`src/rtl/pipe_pkg.sv`:
```
// Shared definitions for the valid/ready pipeline skid register.
// State encoding, occupancy/stat widths and a state-to-occupancy helper.
package pipe_pkg;

  localparam int unsigned ST_W   = 2;
  localparam int unsigned OCC_W  = 2;
  localparam int unsigned STAT_W = 16;

  localparam logic [ST_W-1:0] ST_EMPTY = 2'd0;
  localparam logic [ST_W-1:0] ST_FULL  = 2'd1;
  localparam logic [ST_W-1:0] ST_SKID  = 2'd2;

  // Number of entries held in a given state.
  function automatic logic [OCC_W-1:0] occOf(input logic [ST_W-1:0] st);
    logic [OCC_W-1:0] occ;
    occ = 2'd0;
    case (st)
      ST_FULL: occ = 2'd1;
      ST_SKID: occ = 2'd2;
      default: occ = 2'd0;
    endcase
    return occ;
  endfunction

endpackage

```
`src/rtl/pipe_en_reg.sv`:
```
// W-bit D register with load enable and asynchronous active-low clear.
module pipe_en_reg #(
  parameter int unsigned W = 8
) (
  input  logic         Clk,
  input  logic         Clrn,
  input  logic         En,
  input  logic [W-1:0] D,
  output logic [W-1:0] Q
);

  // Load on enable, clear on reset.
  always_ff @(posedge Clk or negedge Clrn) begin
    if (!Clrn) begin
      Q <= '0;
    end else if (En) begin
      Q <= D;
    end
  end

endmodule

```
`src/rtl/pipe_skid_reg.sv`:
```
// Inter-stage pipeline register with valid/ready handshake and a 2-entry skid
// buffer. InReady depends only on registered state. Control is zeroed on
// bubbles so an empty or flushed stage presents a NOP downstream.
// Optional feature macro: PIPE_SKID_STATS_EN adds a saturating StallCnt output.
module pipe_skid_reg
  import pipe_pkg::*;
#(
  parameter int unsigned CW = 8,
  parameter int unsigned DW = 128
) (
  input  logic              Clk,
  input  logic              Clrn,
  input  logic              InValid,
  output logic              InReady,
  input  logic [CW-1:0]     InCtrl,
  input  logic [DW-1:0]     InData,
  input  logic              Flush,
  output logic              OutValid,
  input  logic              OutReady,
  output logic [CW-1:0]     OutCtrl,
  output logic [DW-1:0]     OutData,
  output logic [OCC_W-1:0]  Occ
`ifdef PIPE_SKID_STATS_EN
  ,
  output logic [STAT_W-1:0] StallCnt
`endif
);

  logic [ST_W-1:0] state;
  logic [ST_W-1:0] nextState;

  logic            inFire;
  logic            outFire;
  logic            mainCtrlEn;
  logic            mainDataEn;
  logic            skidEn;
  logic            mainFromSkid;
  logic            mainCtrlZero;

  logic [CW-1:0]   skidCtrl;
  logic [DW-1:0]   skidData;
  logic [CW-1:0]   mainCtrlD;
  logic [DW-1:0]   mainDataD;

  assign inFire  = InValid & InReady;
  assign outFire = OutValid & OutReady;

  // Next-state and register-load decode; Flush overrides every transition.
  always_comb begin
    nextState    = state;
    mainCtrlEn   = 1'b0;
    mainDataEn   = 1'b0;
    skidEn       = 1'b0;
    mainFromSkid = 1'b0;
    mainCtrlZero = 1'b0;
    if (Flush) begin
      nextState    = ST_EMPTY;
      mainCtrlEn   = 1'b1;
      mainCtrlZero = 1'b1;
    end else begin
      case (state)
        ST_EMPTY: begin
          if (inFire) begin
            nextState  = ST_FULL;
            mainCtrlEn = 1'b1;
            mainDataEn = 1'b1;
          end
        end
        ST_FULL: begin
          if (inFire && outFire) begin
            mainCtrlEn = 1'b1;
            mainDataEn = 1'b1;
          end else if (inFire) begin
            nextState = ST_SKID;
            skidEn    = 1'b1;
          end else if (outFire) begin
            nextState    = ST_EMPTY;
            mainCtrlEn   = 1'b1;
            mainCtrlZero = 1'b1;
          end
        end
        ST_SKID: begin
          if (outFire) begin
            nextState    = ST_FULL;
            mainCtrlEn   = 1'b1;
            mainDataEn   = 1'b1;
            mainFromSkid = 1'b1;
          end
        end
        default: begin
          nextState    = ST_EMPTY;
          mainCtrlEn   = 1'b1;
          mainCtrlZero = 1'b1;
        end
      endcase
    end
  end

  // Main-register input select: bubble zero, skid drain or upstream entry.
  always_comb begin
    mainCtrlD = InCtrl;
    mainDataD = InData;
    if (mainFromSkid) begin
      mainCtrlD = skidCtrl;
      mainDataD = skidData;
    end
    if (mainCtrlZero) begin
      mainCtrlD = '0;
    end
  end

  // State plus registered status outputs decoded from the next state.
  always_ff @(posedge Clk or negedge Clrn) begin
    if (!Clrn) begin
      state    <= ST_EMPTY;
      InReady  <= 1'b1;
      OutValid <= 1'b0;
      Occ      <= '0;
    end else begin
      state    <= nextState;
      InReady  <= (nextState != ST_SKID);
      OutValid <= (nextState != ST_EMPTY);
      Occ      <= occOf(nextState);
    end
  end

  pipe_en_reg #(.W(CW)) uMainCtrl (
    .Clk  (Clk),
    .Clrn (Clrn),
    .En   (mainCtrlEn),
    .D    (mainCtrlD),
    .Q    (OutCtrl)
  );

  pipe_en_reg #(.W(DW)) uMainData (
    .Clk  (Clk),
    .Clrn (Clrn),
    .En   (mainDataEn),
    .D    (mainDataD),
    .Q    (OutData)
  );

  pipe_en_reg #(.W(CW)) uSkidCtrl (
    .Clk  (Clk),
    .Clrn (Clrn),
    .En   (skidEn),
    .D    (InCtrl),
    .Q    (skidCtrl)
  );

  pipe_en_reg #(.W(DW)) uSkidData (
    .Clk  (Clk),
    .Clrn (Clrn),
    .En   (skidEn),
    .D    (InData),
    .Q    (skidData)
  );

`ifdef PIPE_SKID_STATS_EN
  // Saturating count of cycles where a valid entry is held back downstream.
  always_ff @(posedge Clk or negedge Clrn) begin
    if (!Clrn) begin
      StallCnt <= '0;
    end else if (OutValid && !OutReady && (StallCnt != {STAT_W{1'b1}})) begin
      StallCnt <= StallCnt + STAT_W'(1);
    end
  end
`endif

endmodule
```
`config.mk`:
```
export PLATFORM = sky130hd
export DESIGN_NAME = pipe_skid_reg
export DESIGN_NICKNAME = d
export VERILOG_FILES = /design/src/rtl/pipe_pkg.sv /design/src/rtl/pipe_en_reg.sv /design/src/rtl/pipe_skid_reg.sv
export SDC_FILE = /design/constraint.sdc
export NUM_CORES = 1
export LEC_CHECK = 0
export CELL_PAD_IN_SITES_DETAIL_PLACEMENT = 0
export CELL_PAD_IN_SITES_GLOBAL_PLACEMENT = 2
export CORE_UTILIZATION = 38
export DETAILED_ROUTE_END_ITERATION = 8
export GPL_ROUTABILITY_DRIVEN = 0
export HOLD_SLACK_MARGIN = 0.08
export PLACE_DENSITY_LB_ADDON = 0.1
export SLEW_MARGIN = 0
export SYNTH_ARGS = -nofsm -noshare
export SYNTH_HDL_FRONTEND = slang
export SYNTH_SLANG_ARGS = --single-unit
```
`constraint.sdc`:
```
create_clock -name Clk -period 4.23 [get_ports Clk]
set_clock_uncertainty 0.1 [all_clocks]
set_input_delay 0.6345 -clock Clk [delete_from_list [all_inputs] [get_ports Clk]]
set_output_delay 0.6345 -clock Clk [all_outputs]
set_load 0.05 [all_outputs]
```
==> key figures <==
Clocking
  • Latest clock arrival within the worst-skew pair: 500 ps
  • Number of buffers added by the clock tree synthesis step: 35
  • Post-CTS Hold Fix Bufs: 1
  • CTS tree: yes
  • Clock-pin slew reported for the worst setup and hold paths after clock tree synthesis: 50 ps
  • Post-CTS Setup Bufs: 0
  • Sinks on Clock Net: 278
  • Root buffer selected by CTS: sky130_fd_sc_hd__clkbuf_16
  • Buffer levels on the longest clock path: 3
  • Number of resized instances in the post-cts repair step: 0
  • Number of H-tree levels: 2

Timing
  • Worst slack on hold paths: 380 ps
  • Minimum period implied by the final worst setup slack: 2620 ps
  • Setup repair after global routing missed its margin: false
  • Final worst path period share: 62.0%
  • Hold violation count in the final report: 0
  • F_max: 381 MHz
  • Total count of max-transition violations in the final report: 0
  • Worst-margin pin slew: 900 ps
  • TNS Setup: 0 ps
  • Tightest slew margin relative to the limit: 40.0%
  • Number of setup violations in the final report: 0

Synth
  • Xor/xnor share of the synthesized area: 0%
  • Number of storage elements in the synthesis netlist: 278
  • Cell with the most instances after synthesis: sky130_fd_sc_hd__mux2_2
  • Most frequent cells after synthesis: 354 x sky130_fd_sc_hd__mux2_2, 277 x sky130_fd_sc_hd__dfrtp_1, 30 x sky130_fd_sc_hd__mux2_4, 29 x sky130_fd_sc_hd__buf_2, 16 x sky130_fd_sc_hd__mux2_1
  • Synthesized instance count: 759
  • Sequential share of the synthesized area: 57.4%
  • Synthesis warning total: 0
  • Complex-gate fraction of the synthesized area: 1.16%
  • Ys flop type: sky130_fd_sc_hd__dfrtp_1
  • Adder and majority cell fraction of the synthesized area: 0%
  • Synthesized area per cell: 16.0 µm²
  • Fraction of synthesized area in multiplexers: 38.1%
  • Async S/R FF share, synth: 100%
  • Number of enable flip-flop cells after synthesis: 0
  • Synthesized-area fraction occupied by and/or/nand/nor cells: 0.744%
  • Area fraction of the dominant cell type after synthesis: 57.2%
  • Synth Cell Area: 12100 µm²
  • Largest area contributor in the netlist: sky130_fd_sc_hd__dfrtp_1
  • Net count after synthesis: 900
  • Count of different cell masters after synthesis: 24
  • Dominant combinational cell family by area after synthesis: multiplexers
  • Biggest area contributors in the synthesized netlist: sky130_fd_sc_hd__dfrtp_1 57%, sky130_fd_sc_hd__mux2_2 33%, sky130_fd_sc_hd__mux2_4 3.7%

Route
  • Aggregate routed wire length: 26900 µm
  • DR iter-0 viols: 211
  • Average wire length per cell after detail routing: 18.3 µm
  • Routed via count: 7124
  • Iteration count of the initial detailed-routing pass: 4
  • Number of vias per cell: 4.85
  • Antenna Violating Nets Remaining: 0
  • Final routed DRC violation total: 0

Layout
  • Synth-to-layout area growth: 36.6%
  • Count of inserted antenna diode cells: 0
  • Fraction of layout instances using a drive strength above 1: 43.2%
  • Total of fill cells in the finished design: 2672
  • Number of nets in the layout: 1183

GRT
  • Total grt overflow: 0
  • Number of global-route vias before repair: 7500
  • Maximum number of pins on one net before global-route repair: 89
  • Global-route usage over all layers: 16.8%
  • Antenna violations before repair: 2
  • First-pass GRT wire length: 43200 µm

Setup path
  • Number of buffers and inverters on the critical path: 1
  • CP arrival: 1890 ps
  • Slowest stage cell, crit path: sky130_fd_sc_hd__clkdlybuf4s50_1
  • WP data required: 3500 ps
  • Worst-path fanout max: 5
  • Critical Path Source Type: register
  • Critical path class: register to output pin
  • CP cell instances: clkdlybuf4s50_1
  • Critical path endpoint category: output pin
  • Max incr delay on CP: 830 ps
  • Family with the most delay on the worst path: buffers and inverters

Power
  • Tot Pwr: 10.7 mW
  • Power density over the cells: 645 nW/µm²
  • Largest voltage drop on the vdd net: 0.293 mV
  • Leakage power figure: 6.83 nW

Die
  • Die width: 181 µm
  • Initial core utilization: 38.5%
  • Die area: 32600 µm²
  • Floorplan die height: 181 µm
  • Top Ports: 281
  • Std cell rows: 65
  • Total core area: 31500 µm²

Run
  • Max_cap viols: 0

Placement
  • Post-DP HPWL: 16700 µm
  • Input/output buffers: 280

Worst hold path
  • Worst hold path type: register to register

Status
  • Run status: complete, no violations
==> power breakdown <==
group / total [mW] / leakage [nW] / switching (mW) / internal, mW
registers: 4.03 / 3.33 / 0.441 / 3.59
logic: 3.54 / 2.89 / 1.98 / 1.56
clock network: 3.10 / 0.615 / 1.14 / 1.96
total: 10.7 / 6.83 / 3.56 / 7.11
==> metal layers <==
layer | up-vias | track usage [%] | part of all wire, %
met5 | - | 0 | 0.048
met4 | 2 | 4.41 | 1.8
met3 | 34 | 6.06 | 8.2
met2 | 194 | 25.7 | 45
met1 | 3567 | 22.5 | 45
li1 | 3327 | - | -
==> layout by cell type (no fill, tap or decap), drive strengths merged, types with 4 or more instances in the layout <==
cell,count
nor2,5
dfrtp,277
a22o,8
clkdlybuf4s50,279
bufinv,4
clkinv,11
buf,11
a21oi,4
clkbuf,47
mux2,400
==> area by class of cell <==
type | count | area [µm²] | area share [%]
flip-flops and latches | 278 | 6960 | 42.0
well taps | 402 | 503 | 3.04
multi-input cells | 434 | 4870 | 29.4
repair buffers | 291 | 2990 | 18.1
inverters | 2 | 7.51 | 0.0454
clock buffers | 47 | 1030 | 6.24
clock inverters | 16 | 186 | 1.13
==> cell families (layout without fill, tap and decap cells) <==
kind of cell,count (synthesis),in the layout
AO/OA/AOI/OAI,19,19
flip-flops,278,278
multiplexers,400,400
buffers and inverters,47,356
AND/OR/NAND/NOR,15,15
==> through the flow <==
stage,instances,setup slack [ps],instance area [µm²],utilization [%]
final,1470,1610,16500,52.6
after floorplan,759,1970,12100,-
after detailed placement,1406,1200,15300,48.7
after global placement,1406,1200,15300,48.7
after global routing,1470,1540,16500,52.6
after CTS,1470,1570,16500,52.6
==> registers in the layout (all words and copies together), names as in the netlist <==
register / count
Occ: 2
state: 2
uMainCtrl.Q: 8
OutValid: 1
uSkidCtrl.Q: 8
uMainData.Q: 128
uSkidData.Q: 128
InReady: 1
==> worst paths after layout <==
kind	depth (start not counted)	startpoint	to	slack [ps]
max	1	InReady$_DFF_PN1_	InReady	1610
min	1	uSkidData.Q[118]$_DFFE_PN0P_	uSkidData.Q[118]$_DFFE_PN0P_	380
max reg2reg	5	state[0]$_DFF_PN0_	uMainData.Q[99]$_DFFE_PN0P_	1900
min reg2reg	1	uSkidData.Q[118]$_DFFE_PN0P_	uSkidData.Q[118]$_DFFE_PN0P_	380
max in group asynchronous	3	Clrn	uSkidData.Q[75]$_DFFE_PN0P_	2420
min in group asynchronous	2	Clrn	uMainData.Q[92]$_DFFE_PN0P_	630
Note: power is estimated with default switching activity, not from simulation.
